[src/rtl/spi_pkg.sv]
// Shared types and constants for the SPI slave endpoint.
package spi_pkg;

    // Depth of the pin synchronizers (metastability flops before use).
    localparam int SPI_SYNC_STAGES = 2;

    // SPI mode captured at chip-select assertion.
    typedef struct packed {
        logic cpol;
        logic cpha;
    } spi_mode_t;

    // Slave FSM states.
    typedef enum logic {
        IDLE   = 1'b0,
        ACTIVE = 1'b1
    } spi_slv_state_e;

endpackage

[src/rtl/spi_sync_2ff.sv]
// Multi-bit flop-chain synchronizer for independent asynchronous inputs.
module spi_sync_2ff
    import spi_pkg::*;
#(
    parameter int WIDTH  = 1,
    parameter int STAGES = SPI_SYNC_STAGES
)
(
    input  logic             clk,
    input  logic [WIDTH-1:0] d,
    output logic [WIDTH-1:0] q
);

    logic [STAGES-1:0][WIDTH-1:0] stage_p;

    // Shift the asynchronous inputs through the synchronizer chain
    always_ff @(posedge clk) begin
        stage_p[0] <= d;
        for (int i = 1; i < STAGES; i++) begin
            stage_p[i] <= stage_p[i-1];
        end
    end

    assign q = stage_p[STAGES-1];

endmodule

[src/rtl/spi_slave_axis.sv]
// SPI slave endpoint: oversampled SPI pins in, valid/ready word streams out/in.
module spi_slave_axis
    import spi_pkg::*;
#(
    parameter int WORD_WIDTH = 32
)
(
    input  logic                  aclk,
    input  logic                  aresetn,
    input  logic                  cpol,
    input  logic                  cpha,
    input  logic                  spi_sclk,
    input  logic                  spi_mosi,
    input  logic                  spi_cs_n,
    output logic                  spi_miso,
    input  logic [WORD_WIDTH-1:0] tx_data,
    input  logic                  tx_valid,
    output logic                  tx_ready,
    output logic [WORD_WIDTH-1:0] rx_data,
    output logic                  rx_valid,
    input  logic                  rx_ready,
    output logic                  rx_overrun,
    output logic                  tx_underrun,
    output logic                  busy
);

    localparam int              CNT_W    = (WORD_WIDTH > 2) ? $clog2(WORD_WIDTH) : 1;
    localparam logic [CNT_W-1:0] LAST_BIT = CNT_W'(WORD_WIDTH - 1);

    // Synchronized pins. The synchronizer is not reset: it keeps tracking the
    // pins through reset so that a CS held low across reset is not mistaken
    // for a fresh assertion afterwards.
    logic sclk_s, mosi_s, cs_n_s;

    spi_sync_2ff #(.WIDTH(3)) u_sync (
        .clk (aclk),
        .d   ({spi_sclk, spi_mosi, spi_cs_n}),
        .q   ({sclk_s, mosi_s, cs_n_s})
    );

    logic sclk_d, cs_n_d;

    // Delay flop on SCLK and CS_N for edge detection
    always_ff @(posedge aclk) begin
        sclk_d <= sclk_s;
        cs_n_d <= cs_n_s;
    end

    logic sclk_rise, sclk_fall, cs_fall, cs_rise;
    assign sclk_rise = sclk_s & ~sclk_d;
    assign sclk_fall = ~sclk_s & sclk_d;
    assign cs_fall   = ~cs_n_s & cs_n_d;
    assign cs_rise   = cs_n_s & ~cs_n_d;

    spi_slv_state_e   state, state_nxt;
    spi_mode_t        mode_q;
    logic [CNT_W-1:0] bit_cnt;
    logic             skip_shift;
    logic             load_pend;
    logic             load;

    logic [WORD_WIDTH-1:0] tx_shift;
    logic [WORD_WIDTH-2:0] rx_shift;
    logic [WORD_WIDTH-1:0] rx_word;

    // Edge classification under the latched mode. CS release wins over any
    // SCLK edge detected in the same cycle.
    logic lead_edge, trail_edge, edges_live;
    logic sample_edge, shift_raw, shift_edge, word_done;

    assign lead_edge   = mode_q.cpol ? sclk_fall : sclk_rise;
    assign trail_edge  = mode_q.cpol ? sclk_rise : sclk_fall;
    assign edges_live  = (state == ACTIVE) && !cs_rise;
    assign sample_edge = edges_live && (mode_q.cpha ? trail_edge : lead_edge);
    assign shift_raw   = edges_live && (mode_q.cpha ? lead_edge : trail_edge);
    assign shift_edge  = shift_raw && !skip_shift;
    assign word_done   = sample_edge && (bit_cnt == LAST_BIT);
    assign rx_word     = {rx_shift, mosi_s};

    // FSM state register
    always_ff @(posedge aclk) begin
        if (!aresetn) begin
            state <= IDLE;
        end else begin
            state <= state_nxt;
        end
    end

    // FSM next-state logic
    always_comb begin
        state_nxt = state;
        unique case (state)
            IDLE:    if (cs_fall) state_nxt = ACTIVE;
            ACTIVE:  if (cs_rise) state_nxt = IDLE;
            default: state_nxt = IDLE;
        endcase
    end

    // FSM outputs: pin drive, busy flag and TX load handshake
    always_comb begin
        busy        = 1'b0;
        spi_miso    = 1'b0;
        load        = 1'b0;
        tx_ready    = 1'b0;
        tx_underrun = 1'b0;
        if (state == ACTIVE) begin
            busy     = 1'b1;
            spi_miso = tx_shift[WORD_WIDTH-1];
            load     = load_pend;
        end else begin
            load     = cs_fall;
        end
        load        = load && aresetn;
        tx_ready    = load && tx_valid;
        tx_underrun = load && !tx_valid;
    end

    // Control: mode latch, bit counter, pending reload and shift suppression.
    // After a TX load the very next shift edge would push out the MSB before
    // the master has sampled it (the trailing edge of the last bit in cpha=0,
    // the first leading edge in cpha=1), so that one edge is swallowed. At CS
    // assertion in cpha=0 the first shift edge follows a real sample and must
    // shift, hence the flag starts at cpha.
    always_ff @(posedge aclk) begin
        if (!aresetn) begin
            mode_q     <= '0;
            bit_cnt    <= '0;
            skip_shift <= 1'b0;
            load_pend  <= 1'b0;
        end else begin
            load_pend <= 1'b0;
            if (state == IDLE) begin
                if (cs_fall) begin
                    mode_q.cpol <= cpol;
                    mode_q.cpha <= cpha;
                    bit_cnt     <= '0;
                    skip_shift  <= cpha;
                end
            end else begin
                if (word_done) begin
                    bit_cnt    <= '0;
                    load_pend  <= 1'b1;
                    skip_shift <= 1'b1;
                end else if (sample_edge) begin
                    bit_cnt <= bit_cnt + CNT_W'(1);
                end
                if (shift_raw) begin
                    skip_shift <= 1'b0;
                end
            end
        end
    end

    // TX shift register: load a new word or shift out MSB first
    always_ff @(posedge aclk) begin
        if (load) begin
            tx_shift <= tx_valid ? tx_data : '0;
        end else if (shift_edge) begin
            tx_shift <= {tx_shift[WORD_WIDTH-2:0], 1'b0};
        end
    end

    // RX shift register: collect MOSI on every sample edge
    always_ff @(posedge aclk) begin
        if (sample_edge) begin
            rx_shift <= rx_word[WORD_WIDTH-2:0];
        end
    end

    // RX output stage: deliver completed words, flag drops, honour handshake
    always_ff @(posedge aclk) begin
        if (!aresetn) begin
            rx_data    <= '0;
            rx_valid   <= 1'b0;
            rx_overrun <= 1'b0;
        end else begin
            rx_overrun <= 1'b0;
            if (word_done) begin
                if (!rx_valid || rx_ready) begin
                    rx_data  <= rx_word;
                    rx_valid <= 1'b1;
                end else begin
                    rx_overrun <= 1'b1;
                end
            end else if (rx_valid && rx_ready) begin
                rx_valid <= 1'b0;
            end
        end
    end

endmodule

[config.mk]
export PLATFORM = sky130hd
export DESIGN_NAME = spi_slave_axis
export DESIGN_NICKNAME = d
export VERILOG_FILES = /design/src/rtl/spi_pkg.sv /design/src/rtl/spi_sync_2ff.sv /design/src/rtl/spi_slave_axis.sv
export SDC_FILE = /design/constraint.sdc
export NUM_CORES = 1
export LEC_CHECK = 0
export CORE_MARGIN = 2
export CORE_UTILIZATION = 56
export DETAILED_ROUTE_END_ITERATION = 7
export PLACE_DENSITY = 0.95
export SETUP_SLACK_MARGIN = 0.5
export SLEW_MARGIN = 20
export SYNTH_ARGS = -nofsm -noshare
export SYNTH_HDL_FRONTEND = slang
export SYNTH_SLANG_ARGS = --single-unit
[constraint.sdc]
create_clock -name aclk -period 11.4 [get_ports aclk]
set_clock_uncertainty 0.1 [all_clocks]
set_input_delay 1.14 -clock aclk [delete_from_list [all_inputs] [get_ports aclk]]
set_output_delay 1.14 -clock aclk [all_outputs]
set_load 0.02 [all_outputs]
== Yosys cells after proc, flatten, opt, wreduce, memory -nomap -nowiden ==
Cells that the tools add are included.

* $add $sub $neg: 1
* Eq/ne operators: 4
* Mux-type cells: 26
* Bitwise gates (word level): 9
* Reduce and logical (&&, ||, !) cells: 24

{| class="wikitable"
|+ Operator list
! cell !! count
|-
| $mux W32 || 3
|-
| $mux W5 || 4
|-
| $mux W1 || 18
|-
| $reduce_and A2 Y1 || 7
|-
| $logic_and A1 B1 Y1 || 9
|-
| $ne A3 B1 Y1 const B || 2
|-
| $reduce_bool A2 Y1 || 3
|-
| $add A5 B1 Y5 const B || 1
|-
| $eq A5 B5 Y1 const B || 1
|-
| $not A1 Y1 || 5
|-
| $and A1 B1 Y1 || 4
|-
| $logic_not A1 Y1 || 4
|-
| $ne A2 B1 Y1 const B || 1
|-
| $pmux W1 S2 || 1
|-
| $logic_or A1 B1 Y1 || 1
|}

* Register bits after elaboration: 115
* Bits of input ports: 41
* Output and inout bits: 38
* Word-level logic and storage cells: 79

== Depth between registers and ports, before layout ==
Gate-level depths: netlist (run 1).

* Word-level depth: 9
* Depth in mapped cells: 7
* Mapped depth without buffers: 7

== Modules after synthesis ==
A second synthesis (run 1) with hierarchy kept.

* Cells, all modules: 403
* Area, all modules: 4519.3 um^2

{| class="wikitable"
|+ By module, submodules not included
! module !! times used !! cells each !! area an instance (um^2) !! sequential area each (um^2)
|-
| spi_slave_axis || 1 || 394 || 4376.7 || 2812.7
|-
| spi_sync_2ff || 1 || 9 || 142.6 || 120.1
|}

== Worst setup path before layout (run 1) ==
OpenSTA, ideal clock, no wires.

* Path kind: register -> register
* Start point: register mode_q[1] (netlist name)
* End point: register tx_shift[0] (enable)
* Library setup time: 466 ps
* Arrival: 3178 ps
* Required time: 10834 ps
* Setup slack: 7657 ps
* Cell stages (with the launch flop): 5
* Buffers on the path: 0
* Clock period less this slack: 3743 ps
* Cell sequence: dfxtp_1 xor2_1 mux2i_1 nand3_1 o21ai_0

* Word-level cells in the longest chain between the ends: 5
* Elaborated cells between the ends (all ways): 6
* Those cells by class: mux (3); reduce/logical (3)

{| class="wikitable"
|+ RTL lines
! element !! RTL line !! source
|-
| start: declaration || spi_slave_axis.sv:56 || <nowiki>spi_mode_t mode_q;</nowiki>
|-
| $mux W1 (on tied branches) || spi_slave_axis.sv:72, spi_slave_axis.sv:71 ||
|-
| $mux W1 (*) || spi_slave_axis.sv:75 || <nowiki>assign shift_raw = edges_live && (mode_q.cpha ? lead_edge : trail_edge);</nowiki>
|-
| $logic_and A1 B1 Y1 (*) || spi_slave_axis.sv:75 ||
|-
| $logic_and A1 B1 Y1 (*) || spi_slave_axis.sv:76 || <nowiki>assign shift_edge = shift_raw && !skip_shift;</nowiki>
|-
| $reduce_bool A2 Y1 (no line) (*) || -- ||
|-
| end signal: assignment || spi_slave_axis.sv:157 || <nowiki>tx_shift <= tx_valid ? tx_data : '0;</nowiki>
|-
| end signal: assignment || spi_slave_axis.sv:159 || <nowiki>tx_shift <= {tx_shift[WORD_WIDTH-2:0], 1'b0};</nowiki>
|-
| end: declaration || spi_slave_axis.sv:62 || <nowiki>logic [WORD_WIDTH-1:0] tx_shift;</nowiki>
|}

Every way passes the cells marked *; elsewhere a longest branch is shown, timed or not.
A chain may end at the register's enable or synchronous reset.

== Final worst setup path (run 1) ==
* Start point: input aresetn
* End point: output tx_ready

* Word-level cells in the longest chain between the ends: 2

{| class="wikitable"
|+ RTL lines
! element !! RTL line !! source
|-
| start: declaration || spi_slave_axis.sv:9 || <nowiki>input logic aresetn,</nowiki>
|-
| $logic_and A1 B1 Y1 || spi_slave_axis.sv:113 || <nowiki>load = load && aresetn;</nowiki>
|-
| $logic_and A1 B1 Y1 || spi_slave_axis.sv:114 || <nowiki>tx_ready = load && tx_valid;</nowiki>
|-
| end: declaration || spi_slave_axis.sv:18 || <nowiki>output logic tx_ready,</nowiki>
|}

No other way between the ends.

==> metrics.log, run 1 <==
INFO  metric outcome = complete, no violations
INFO  metric netlist.top_cell.by_area = sky130_fd_sc_hd__edfxtp_1
INFO  metric netlist_instances = approximately 400
INFO  metric cp.buffers_inverters = 4
INFO  metric cts_buffers = 17
INFO  metric critical_path.startpoint = aresetn
INFO  metric synth_enable_flop_cells = 63
INFO  metric count_of_nets_left_with_antenna_violations_after_detail_routing = 0
INFO  metric cpMaxStageDelayCell = sky130_fd_sc_hd__clkdlybuf4s50_1
INFO  metric pin_count_of_the_biggest_net_entering_global_routing = 76
INFO  metric crit_path_cell_trace = buf_2 -> buf_4 -> o21ai_4 -> buf_4 -> nor2_1 -> clkdlybuf4s50_1
INFO  metric synth.top_cell.area_share = 0.428
INFO  metric grt.total_usage = 0.223
INFO  metric drive_gt1_frac = 0.0954
INFO  metric stdcell_count = 584
INFO  metric path_common_cell = sky130_fd_sc_hd__buf_4
INFO  metric maxSlewViolCount = 0
INFO  metric timing.hold.worst.start = u_sync.stage_p[0]
INFO  metric numPlacedInstances = 552
INFO  metric antenna_cells = 0
INFO  metric floorplan.die_area = 8620 um^2
INFO  metric synth_top_family_by_area = simple AND/OR/NAND/NOR gates
INFO  metric first_global_vias = 3027
INFO  metric clk_pin_slew = 0.06 ns
INFO  metric cts_root_buffer = sky130_fd_sc_hd__clkbuf_8
INFO  metric maxClockFrequency = 237 MHz
INFO  metric worstSkewPairLatency = 0.51 ns
INFO  metric avgViaCountPerCell = 5.25
INFO  metric cts.path.max_buffers = 2
INFO  metric detailroute.via_count = 3064
INFO  metric final_util = 0.770
INFO  metric yosys_most_used_dff = sky130_fd_sc_hd__edfxtp_1
INFO  metric total_clock_sinks = about 120
INFO  metric rsz0062_at_grt = no
INFO  metric worst-path-max-fanout = 75
INFO  metric power_per_cell_area = 182 nW/um^2
INFO  metric ctsHtreeMaxLevel = 4
INFO  metric tritoncts_clock_tree = yes
INFO  metric critical_path.max_stage_delay = 0.62 ns
INFO  metric cts.repair.resized = 0
INFO  metric cp-start-kind = primary input
INFO  metric count_of_synthesis_stage_warnings_from_yosys = 0
INFO  metric hold_viol_final = 0
INFO  metric synthDistinctLibCells = 30
INFO  metric wl_per_cell = 16.0 um
INFO  metric synth-simple-area-share = 0.156
INFO  metric synth_top_area_cells = sky130_fd_sc_hd__edfxtp_1 43%, sky130_fd_sc_hd__dfxtp_1 24%, sky130_fd_sc_hd__nand2_1 11%
INFO  metric die_w = ~93 um
INFO  metric critical_path_required = 10.16 ns
INFO  metric post_cts_hold_buffer_count = 0
INFO  metric drtIter0Drc = 208
INFO  metric syn_avg_cell_area = approximately 11 um^2
INFO  metric layout_min_cycle_time = 4.22 ns
INFO  metric synthesis.nets = roughly 430
INFO  metric number_of_setup_violations_in_the_final_report = 0
INFO  metric drc = 0
INFO  metric place.detailed.hpwl = 5.14 mm
INFO  metric r2r_start = bit_cnt[0]
INFO  metric std_cell_rows = 32
INFO  metric grt_first_pass_wirelength = 14.5 mm
INFO  metric globalplace.congestion = 0.807
INFO  metric port_buffers = 78
INFO  metric path_delay_family = buffers and inverters
INFO  metric endpoint_type_of_the_worst_setup_path = output pin
INFO  metric syn_to_final_growth = 33.8%
INFO  metric grt_antenna_before_repair = 0
INFO  metric final_net_count = slightly above 500
INFO  metric post_synth_mux_area_share = 0.0872
INFO  metric die_span_in_y = 92.8 um
INFO  metric setup_total_negative_slack = 0 ns
INFO  metric timing_worst_slew_pin_value = 0.697 ns
INFO  metric post-cts-setup-buffer-count = 0
INFO  metric synth_fa_ha_area_frac = 0.00566
INFO  metric synth-seq-cells = ~120
INFO  metric core_area = 7690 um^2
INFO  metric wirelength = 9.34 mm
INFO  metric max-cap-violations = 0
INFO  metric synth-compound-area-share = 0.0572
INFO  metric power.ir.vdd_worst = 0.000160 V
INFO  metric slew_headroom = 0.536
INFO  metric initial_utilization = 0.575
INFO  metric mappedNetlistArea = roughly 4400 um^2
INFO  metric first_pass_iters = 4
INFO  metric xor_and_xnor_fraction_of_the_mapped_netlist_area = 0.00198
INFO  metric ioPinCount = 79
INFO  metric p_leak = 0.00215 uW
INFO  metric synth_most_common_cell = sky130_fd_sc_hd__nand2_1
INFO  metric sequential_cell_area_fraction_in_the_yosys_report = 0.663
INFO  metric synth_async_sr_flop_share = 0
INFO  metric crit_path_kind = primary input to output pin
INFO  metric holdCritPathClass = flip-flop to flip-flop
INFO  metric critical_path_arrival = between 2 and 3 ns
INFO  metric global_route.overflow_total = 0
INFO  metric most_numerous_cell_types_in_the_synthesized_netlist = 130 x sky130_fd_sc_hd__nand2_1, 63 x sky130_fd_sc_hd__edfxtp_1, 52 x sky130_fd_sc_hd__dfxtp_1
INFO  metric finalCritPeriodShare = 0.371
[per-layer routing]
layer	routed length (um)	GRT usage	vias up
li1	-	-	1493
met1	3960	0.258	1451
met2	4770	0.386	101
met3	405	0.0627	19
met4	212	0.100	0
met5	0	0	-
[state kept, by name (all words and copies together), names as in the netlist]
signal / flops
bit_cnt: 5
cs_n_d: 1
load_pend: 1
mode_q: 2
rx_data: 32
rx_overrun: 1
rx_shift: 31
rx_valid: 1
sclk_d: 1
skip_shift: 1
state: 1
tx_shift: 32
u_sync.q: 3
u_sync.stage_p: 3
[cell families after synthesis]
kind of cell / after synthesis
simple gates: 161
flops: 115
compound gates: 46
mux: 38
buf+inv: 27
fa+ha+maj: 2
xor+xnor: 1
[metrics by stage]
step	area [um^2]	setup WS, ns	hold WS (ns)	total power [uW]
CTS	5920	6.97	0.227	1080
global route	5920	7.01	0.234	1110
floorplan	4420	7.66	0.210	483
finish	5920	7.18	0.226	1080
global placement	5270	7.02	0.213	502
detailed placement	5270	6.98	0.214	504
[worst paths after layout]
check | end | slack, ns | cells past startpoint
min reg2reg | u_sync.q[0] | 0.23 | 0
max | tx_ready | 7.18 | 6
min | u_sync.q[0] | 0.23 | 0
max reg2reg | rx_data[12] | 8.84 | 7
[layout make-up]
cell class	count	area (um^2)
Fill cell	476	1770
Multi-Input combinational cell	248	1380
Clock inverter	14	224
Tap cell	102	128
Sequential cell	115	2930
Inverter	4	15.0
Timing Repair Buffer	83	808
Clock buffer	18	428
[report_power, final]
part           leakage, uW  total [uW]  switching [uW]  internal [uW]
Sequential        0.000999         451            4.35            446
Combinational     0.000836        46.1            24.8           21.3
Clock             0.000317         582             196            386
[placed cells by master, fill, tap and decap left out]
cell / n
sky130_fd_sc_hd__nand2b_1: 5
sky130_fd_sc_hd__o21ai_0: 26
sky130_fd_sc_hd__nor4_4: 1
sky130_fd_sc_hd__nor2_2: 1
sky130_fd_sc_hd__nand3_1: 3
sky130_fd_sc_hd__ha_1: 2
sky130_fd_sc_hd__nor2b_1: 5
sky130_fd_sc_hd__o311a_1: 2
sky130_fd_sc_hd__clkdlybuf4s50_1: 76
sky130_fd_sc_hd__inv_1: 4
sky130_fd_sc_hd__bufinv_16: 5
sky130_fd_sc_hd__clkinv_2: 1
sky130_fd_sc_hd__o21ai_2: 1
sky130_fd_sc_hd__xor2_1: 1
sky130_fd_sc_hd__o31ai_1: 1
sky130_fd_sc_hd__a21boi_0: 1
sky130_fd_sc_hd__and2_1: 5
sky130_fd_sc_hd__a31oi_1: 1
sky130_fd_sc_hd__o21a_1: 1
sky130_fd_sc_hd__clkbuf_8: 2
sky130_fd_sc_hd__clkinvlp_4: 1
sky130_fd_sc_hd__or4_1: 3
sky130_fd_sc_hd__clkbuf_16: 16
sky130_fd_sc_hd__o21ai_4: 1
sky130_fd_sc_hd__and3_1: 2
sky130_fd_sc_hd__inv_6: 4
sky130_fd_sc_hd__nor2_1: 3
sky130_fd_sc_hd__clkinv_4: 3
sky130_fd_sc_hd__nand2_1: 130
sky130_fd_sc_hd__dfxtp_1: 52
sky130_fd_sc_hd__mux2i_1: 37
sky130_fd_sc_hd__nor3b_2: 1
sky130_fd_sc_hd__a21oi_1: 2
sky130_fd_sc_hd__edfxtp_1: 63
sky130_fd_sc_hd__buf_4: 5
sky130_fd_sc_hd__o21ai_1: 9
sky130_fd_sc_hd__mux2_4: 1
sky130_fd_sc_hd__a31o_2: 1
sky130_fd_sc_hd__nor3_1: 2
sky130_fd_sc_hd__buf_2: 2
(Power assumes the default switching activity.)
==> run 2, diff against run 1 <==
--- a/config.mk
+++ b/config.mk
@@ -6,9 +6,9 @@
 export NUM_CORES = 1
 export LEC_CHECK = 0
 export CORE_MARGIN = 2
-export CORE_UTILIZATION = 56
+export CORE_UTILIZATION = 52
 export DETAILED_ROUTE_END_ITERATION = 7
-export PLACE_DENSITY = 0.95
+export PLACE_DENSITY = 0.9
 export SETUP_SLACK_MARGIN = 0.5
 export SLEW_MARGIN = 20
 export SYNTH_ARGS = -nofsm -noshare
==> constraint.sdc (replaced) <==
create_clock -name aclk -period 4.2 [get_ports aclk]
set_clock_uncertainty 0.1 [all_clocks]
set_input_delay 0.42 -clock aclk [delete_from_list [all_inputs] [get_ports aclk]]
set_output_delay 0.42 -clock aclk [all_outputs]
set_load 0.02 [all_outputs]
==> metrics.log, run 2 (synthesis results as in run 1) <==
INFO  metric floorplan.die_area = 9250 um^2 (+7.4%)
INFO  metric r2r.worst_path.cells = 7 (unchanged)
INFO  metric std_cell_rows = 33 (+3.1%)
INFO  metric initial_utilization = 0.538 (-0.0370)
INFO  metric grt.total_usage = 0.194 (-0.0296)
INFO  metric cts.repair.resized = 0 (unchanged)
INFO  metric critical_path_arrival = 2.59 ns (-0.39 ns)
INFO  metric port_buffers = 78 (unchanged)
INFO  metric drtIter0Drc = 189 (-9.1%)
INFO  metric total_clock_sinks = 115 (unchanged)
INFO  metric p_leak = 0.00212 uW (-1.5%)
INFO  metric place.detailed.hpwl = 5.15 mm (+0.19%)
INFO  metric final_util = 0.715 (-0.0544)
INFO  metric number_of_setup_violations_in_the_final_report = 0 (unchanged)
INFO  metric post-layout-total-power = 2760 uW (+160%)
INFO  metric drive_gt1_frac = 0.0932 (-0.00227)
INFO  metric core_area = 8220 um^2 (+6.9%)
INFO  metric global_route.overflow_total = 0 (unchanged)
INFO  metric wirelength = 8.33 mm (-11%)
INFO  metric power.ir.vdd_worst = 0.000418 V (+160%)
INFO  metric globalplace.congestion = 0.789 (-2.2%)
INFO  metric worst-path-max-fanout = 65 (-13%)
INFO  metric grt_first_pass_wirelength = 13.3 mm (-7.9%)
INFO  metric holdCritPathClass = flip-flop to flip-flop
INFO  metric crit_path_kind = flip-flop to output pin
INFO  metric cts_root_buffer = sky130_fd_sc_hd__clkbuf_8
INFO  metric worst_setup_path_endpoint = tx_ready
INFO  metric worst-r2r-setup-slack = 1.79 ns (-7.05 ns)
INFO  metric cts_buffers = 17 (unchanged)
INFO  metric cp-start-kind = flip-flop
INFO  metric hold_viol_final = 0 (unchanged)
INFO  metric tritoncts_clock_tree = yes
INFO  metric antenna_cells = 0 (unchanged)
INFO  metric timing_worst_slew_pin_value = 0.698 ns (+0.00176 ns)
INFO  metric slew_headroom = 0.534 (-0.00118)
INFO  metric power_per_cell_area = 470 nW/um^2 (+160%)
INFO  metric die_w = 96.2 um (+3.6%)
INFO  metric clk_pin_slew = 0.05 ns (about the same)
INFO  metric post_cts_hold_buffer_count = 0 (unchanged)
INFO  metric count_of_nets_left_with_antenna_violations_after_detail_routing = 0 (unchanged)
INFO  metric reg_top3 = rx_data (32), tx_shift (32), rx_shift (31)
INFO  metric detailroute.via_count = 2979 (-2.8%)
INFO  metric first_pass_iters = 4 (unchanged)
INFO  metric rsz0062_at_grt = no
INFO  metric setup_total_negative_slack = 0 ns (unchanged)
INFO  metric final_common_cell = sky130_fd_sc_hd__nand2_1
INFO  metric wl_per_cell = 14.2 um (-11%)
INFO  metric endpoint_type_of_the_worst_setup_path = output pin
INFO  metric cts.path.max_buffers = 2 (unchanged)
INFO  metric critical_path.startpoint = state
INFO  metric pin_count_of_the_biggest_net_entering_global_routing = 75 (-1.3%)
INFO  metric r2r_start = bit_cnt[0]
INFO  metric max-cap-violations = 0 (unchanged)
INFO  metric outcome = complete, no violations
INFO  metric final_net_count = 513 (+0.20%)
INFO  metric worstSkewPairLatency = 0.51 ns (about the same)
INFO  metric syn_to_final_growth = 32.9%
INFO  metric ctsHtreeMaxLevel = 4 (unchanged)
INFO  metric critical_path_required = 3.68 ns (-6.48 ns)
INFO  metric maxSlewViolCount = 0 (unchanged)
INFO  metric timing.hold.worst.start = u_sync.stage_p[2]
INFO  metric die_span_in_y = 96.2 um (+3.6%)
INFO  metric hold_ws = 0.228 ns (+0.00214 ns)
INFO  metric n_fill_cell = 547 (+15%)
INFO  metric layout_min_cycle_time = 3.11 ns
INFO  metric regToRegEndpoint = rx_data[1]
INFO  metric finalCritPeriodShare = 0.741
INFO  metric grt_antenna_before_repair = 0 (unchanged)
INFO  metric drc = 0 (unchanged)
INFO  metric ioPinCount = 79 (unchanged)
INFO  metric avgViaCountPerCell = 5.07 (-3.4%)
INFO  metric post-cts-setup-buffer-count = 0 (unchanged)
INFO  metric first_global_vias = 2816 (-7.0%)
INFO  metric layout_common_cells = 130 x sky130_fd_sc_hd__nand2_1, 77 x sky130_fd_sc_hd__clkdlybuf4s50_1, 63 x sky130_fd_sc_hd__edfxtp_1
INFO  metric maxClockFrequency = 321 MHz
-- run 2: cell count changes in the layout (fill, tap and decap cells not counted) --
cell / delta
sky130_fd_sc_hd__buf_2: -1
sky130_fd_sc_hd__clkinv_1: +1
sky130_fd_sc_hd__inv_6: -1
sky130_fd_sc_hd__clkdlybuf4s50_1: +1
sky130_fd_sc_hd__clkbuf_8: -1
sky130_fd_sc_hd__bufinv_16: -2
sky130_fd_sc_hd__buf_4: +1
sky130_fd_sc_hd__clkinvlp_4: +3
-- run 2: area by class of cell --
class	count	area (um^2)	share of cell area
timing repair buffer	84	821	0.140
clock buffer	17	414	0.0705
inverter	4	15.0	0.00256
sequential	115	2930	0.499
multi-input combinational	248	1380	0.235
tap	105	131	0.0224
clock inverter	15	181	0.0309
-- run 2: worst min-delay path by stage --
stage               slack [ns]  depth (start not counted)          end
floorplan                 0.21                          0  u_sync.q[0]
global placement          0.21                          0  u_sync.q[1]
detailed placement        0.22                          0  u_sync.q[2]
CTS                       0.23                          0  u_sync.q[2]
global route              0.23                          0  u_sync.q[2]
finish                    0.23                          0  u_sync.q[2]
-- run 2: worst max-delay path, cell delays in order (launching register included) --
cell and delay, ns:
sky130_fd_sc_hd__dfxtp_1 0.39, sky130_fd_sc_hd__nor3b_2 0.48, sky130_fd_sc_hd__o21ai_4 0.10, sky130_fd_sc_hd__buf_4 0.30, sky130_fd_sc_hd__nor2_1 0.18, sky130_fd_sc_hd__clkdlybuf4s50_1 0.62
-- run 2: through the flow --
stage / std cells / cell area (um^2) / worst slack [ns]
after floorplan: 390 / 4420 / 1.28
after global placement: 556 / 5280 / 1.61
after detailed placement: 556 / 5280 / 1.58
after CTS: 588 / 5880 / 1.07
after global routing: 588 / 5880 / 0.918
final: 588 / 5880 / 1.09
-- run 2: per-layer routing --
metal | track usage | part of all wire | up-vias
met4 | 0.0869 | 0.015 | 0
met5 | 0 | 0 | -
li1 | - | - | 1500
met1 | 0.245 | 0.44 | 1410
met2 | 0.307 | 0.51 | 57
met3 | 0.0579 | 0.034 | 12
-- run 2: power by group --
group | internal [uW] | switching (uW)
registers | 1210 | 11.3
logic | 58.6 | 64.6
clock network | 906 | 511
total | 2180 | 587
==> patch 1, RTL diff (config.mk and constraints of run 2) <==
Change the parameter `WORD_WIDTH` from 32 to 64.
--- a/src/rtl/spi_slave_axis.sv
+++ b/src/rtl/spi_slave_axis.sv
@@ -2,7 +2,7 @@
 module spi_slave_axis
     import spi_pkg::*;
 #(
-    parameter int WORD_WIDTH = 32
+    parameter int WORD_WIDTH = 64
 )
 (
     input  logic                  aclk,
Interface: changed (resized rx_data and tx_data); port bits go from 79 to 143. No check against the original RTL was run, so the function may have changed too.
==> patch 1 against run 2 <==
  * Routed wire length grew 100%
  * Cell area grew 70%
  * Register-to-register slack lost 0.29 ns
  * Hold slack lost 0.0048 ns
  * Sequential cell count grew 97
  * Synthesized area grew 76%
  * Worst setup slack lost 0.19 ns
  * Total power grew 54%
==> patch 1: results (changes against run 2) <==
[drt]
drt-wirelength-per-cell_um=16.07  ; was 14.17 um
detail_route.wirelength.met1_mm=7.209  ; was 3.650 mm
vias=5479  ; was 2979
via_per_inst=5.278  ; was 5.066
met2WireLength_mm=7.540  ; was 4.277 mm
dr.pass1.iters=5  ; was 4

[yosys]
synth_xor_area_share_pct=0.2094  ; was 0.1981%
synth-seq-area-share_pct=70.99  ; was 66.35%
synth.net_count=781  ; was 433
synth_compound_area_share_pct=9.535  ; was 5.718%
synth_edf_count=127  ; was 63
syn_area_per_cell_um2=10.99  ; was 11.33 um2
synth_cell_types=35  ; was 30
synth_top_cells_by_count=nand2_1, edfxtp_1, dfxtp_1, a21oi_1, o21ai_0  ; was nand2_1, edfxtp_1, dfxtp_1, mux2i_1, o21ai_0

[placed_design]
place.gp.congestion=0.7739  ; was 0.7889
post-place-cells=999  ; was 556
place_hpwl_mm=10.24  ; was 5.153 mm

[finish]
drive_above_1_share_pct=5.386  ; was 9.317%

[grt]
grt_pass1_wl_mm=26.88  ; was 13.32 mm
grt_pass1_vias=5427  ; was 2816
grt_max_degree=70  ; was 75

[timing]
worst_slew_pin_slew_ns=0.8965  ; was 0.6983 ns

[clock_tree]
root_buffer=clkbuf_16  ; was clkbuf_8
htree_levels=1  ; was 4
worstSkewPairLatency_ns=0.49  ; was 0.51 ns

[worst_setup_path]
rr_worst_depth=6  ; was 7
critPathArrivalTime_ns=2.78  ; was 2.59 ns

[status]
status=complete, no violations  ; unchanged

==> patch 1: changes by cell type in the layout (fill, tap and decap cells not counted), moves of 12 or more <==
cell             before  now
clkdlybuf4s50_1      77  141
nand2_1             130  260
edfxtp_1             63  127
o21ai_0              26   62
a21oi_1               2   68
clkbuf_1              0   12
mux2i_1              37    5
dfxtp_1              52   85
==> patch 1: area by class of cell <==
| type | count | area (um2) |
|---|---|---|
| inverters | 4 | 16.27 |
| repair buffers | 151 | 1484 |
| flip-flops and latches | 212 | 5515 |
| multi-input cells | 448 | 2057 |
| clock inverters | 2 | 16.27 |
| clock buffers | 37 | 648.1 |
| fillers | 1024 | 4622 |
| well taps | 184 | 230.2 |
==> patch 1: path summary, 6_finish.rpt <==
| check | from | end | slack (ns) |
|---|---|---|---|
| setup / recovery | u_sync.q[0] | tx_underrun | 0.90 |
| hold / removal | u_sync.stage_p[0] | u_sync.q[0] | 0.22 |
| setup reg to reg | mode_q[0] | rx_data[46] | 1.50 |
| hold reg to reg | u_sync.stage_p[0] | u_sync.q[0] | 0.22 |
==> patch 1: power by group <==
group	switching (W)	internal (W)
registers	0.0000151	0.00224
logic	0.000103	0.0000926
clock network	0.000753	0.00105
total	0.000871	0.00339
==> patch 1: metal layers <==
metal / up-vias / track usage [%]
met3: 24 / 6.754
met1: 2558 / 28.37
met5: - / 0
li1: 2668 / -
met2: 229 / 32.86
met4: 0 / 4.396
==> patch 1: stage by stage <==
stage	setup WS, ns	power (W)	utilization [%]	hold WS [ns]
2_1_floorplan	0.7043	0.002395	-	0.2096
3_3_place_gp	1.465	0.002492	63.76	0.2121
3_5_place_dp	1.437	0.002497	63.76	0.2147
4_1_cts	0.8988	0.004289	68.31	0.2298
5_1_grt	0.7141	0.004408	68.32	0.2391
6_report	0.8996	0.004257	68.32	0.2236
==> patch 2, RTL diff (config.mk and constraints of run 2) <==
Made on the original files. Make the reset (`aresetn`) asynchronous in 3 clocked blocks. Comments in the files are not updated.
--- a/src/rtl/spi_slave_axis.sv
+++ b/src/rtl/spi_slave_axis.sv
@@ -78,7 +78,7 @@
     assign rx_word     = {rx_shift, mosi_s};
 
     // FSM state register
-    always_ff @(posedge aclk) begin
+    always_ff @(posedge aclk or negedge aresetn) begin
         if (!aresetn) begin
             state <= IDLE;
         end else begin
@@ -121,7 +121,7 @@
     // the first leading edge in cpha=1), so that one edge is swallowed. At CS
     // assertion in cpha=0 the first shift edge follows a real sample and must
     // shift, hence the flag starts at cpha.
-    always_ff @(posedge aclk) begin
+    always_ff @(posedge aclk or negedge aresetn) begin
         if (!aresetn) begin
             mode_q     <= '0;
             bit_cnt    <= '0;
@@ -168,7 +168,7 @@
     end
 
     // RX output stage: deliver completed words, flag drops, honour handshake
-    always_ff @(posedge aclk) begin
+    always_ff @(posedge aclk or negedge aresetn) begin
         if (!aresetn) begin
             rx_data    <= '0;
             rx_valid   <= 1'b0;
Check against the original RTL: differs if aresetn is asserted again (counterexample within 4 cycles, from zero or initial values and one cycle with aresetn low); with aresetn held inactive, the same outputs for 10 cycles.
==> patch 2 against run 2 <==
  * Total power up 4.0%
  * Cell area down 0.40%
  * Synthesized area down 1.4%
  * Worst setup slack better by 0.22 ns
  * Routed wire length up 0.13%
  * Count of clock-buffer cells in the layout up 1
  * Sequential cell count unchanged
  * Utilization up 0.070 points
==> patch 2: results (changes against run 2) <==
[worst_setup_path]
crit_fanout=7  ; was 65
path_delay_family=simple AND/OR/NAND/NOR gates  ; was buffers and inverters
r2r-end=rx_data[24]  ; was rx_data[1]
worstReg2RegStart=bit_cnt[0]  ; unchanged
critPathArrivalTime_ns=2.37  ; was 2.59 ns

[finish]
nonClkBufAreaFrac_pct=14.07  ; was 13.97%
fillers=561  ; was 547
multi_input_area_share_pct=19.56  ; was 23.49%
nets=444  ; was 513
nClkBuffers=18  ; was 17

[power]
p_int_w=0.002241  ; was 0.002177 W
vdd_drop_max_v=0.0002992  ; was 0.0004181 V
leakage_nw=2.400  ; was 2.119 nW
comb_power_share_pct=6.2  ; was 4.5%

[grt]
grt_pass1_wl_mm=13.52  ; was 13.32 mm
grtUsageMet2_pct=32.81  ; was 30.73%
gr-usage-met3_pct=5.534  ; was 5.795%
grtUsageMet1_pct=25.20  ; was 24.51%

[clock_tree]
cts_hold_buf=1  ; was 0

[drt]
via_per_inst=5.254  ; was 5.066
vias=2727  ; was 2979
detail_route.wirelength.met1_mm=3.598  ; was 3.650 mm
dr.pass1.iters=7  ; was 4
routed-wl-met3_um=451  ; was 281 um
drt-wirelength-per-cell_um=16.07  ; was 14.17 um
met2WireLength_mm=4.150  ; was 4.277 mm

[yosys]
synth_compound_area_share_pct=5.367  ; was 5.718%
async_flop_share_pct=38.26  ; was 0%
synth_top_cells_by_count=nand2_1, edfxtp_1, dfrtp_1, o21ai_0, mux2_2  ; was nand2_1, edfxtp_1, dfxtp_1, mux2i_1, o21ai_0
synth-seq-area-share_pct=72.33  ; was 66.35%
yosys.area_share.adder_pct=0.5741  ; was 0.5661%
synth_top_cells_by_area=edfxtp_1, dfrtp_1, mux2_2  ; was edfxtp_1, dfxtp_1, nand2_1

[status]
status=complete, no violations  ; unchanged

[worst_hold_path]
hold_path_startpoint=u_sync.stage_p[1]  ; was u_sync.stage_p[2]
whs_endpoint=u_sync.q[1]  ; was u_sync.q[2]

[placed_design]
post-place-ws_ns=1.691  ; was 1.581 ns
place.gp.congestion=0.7580  ; was 0.7889
place_hpwl_mm=5.273  ; was 5.153 mm
post-place-cells=486  ; was 556

[patch 2: cell count changes after synthesis, moves of 2 or more]
cell,before,now
nand2b_1,5,0
dfxtp_1,52,8
o311a_1,2,0
nand2_1,130,74
mux2_2,0,28
o21ai_0,27,34
o21ai_1,10,1
nand3_1,3,0
mux2i_1,37,4
mux2_1,0,4
o311ai_0,0,2
dfrtp_1,0,44
clkbuf_1,19,11
[patch 2: through the flow]
| step | util (%) | cell area [um2] | hold slack [ns] | total power (W) |
|---|---|---|---|---|
| 2_1_floorplan | - | 4364 | 0.02441 | 0.001407 |
| 3_3_place_gp | 64.36 | 5261 | 0.2123 | 0.001485 |
| 3_5_place_dp | 64.36 | 5261 | 0.2128 | 0.001498 |
| 4_1_cts | 71.58 | 5852 | 0.2257 | 0.002895 |
| 5_1_grt | 71.58 | 5852 | 0.2330 | 0.002980 |
| 6_report | 71.58 | 5852 | 0.2257 | 0.002874 |
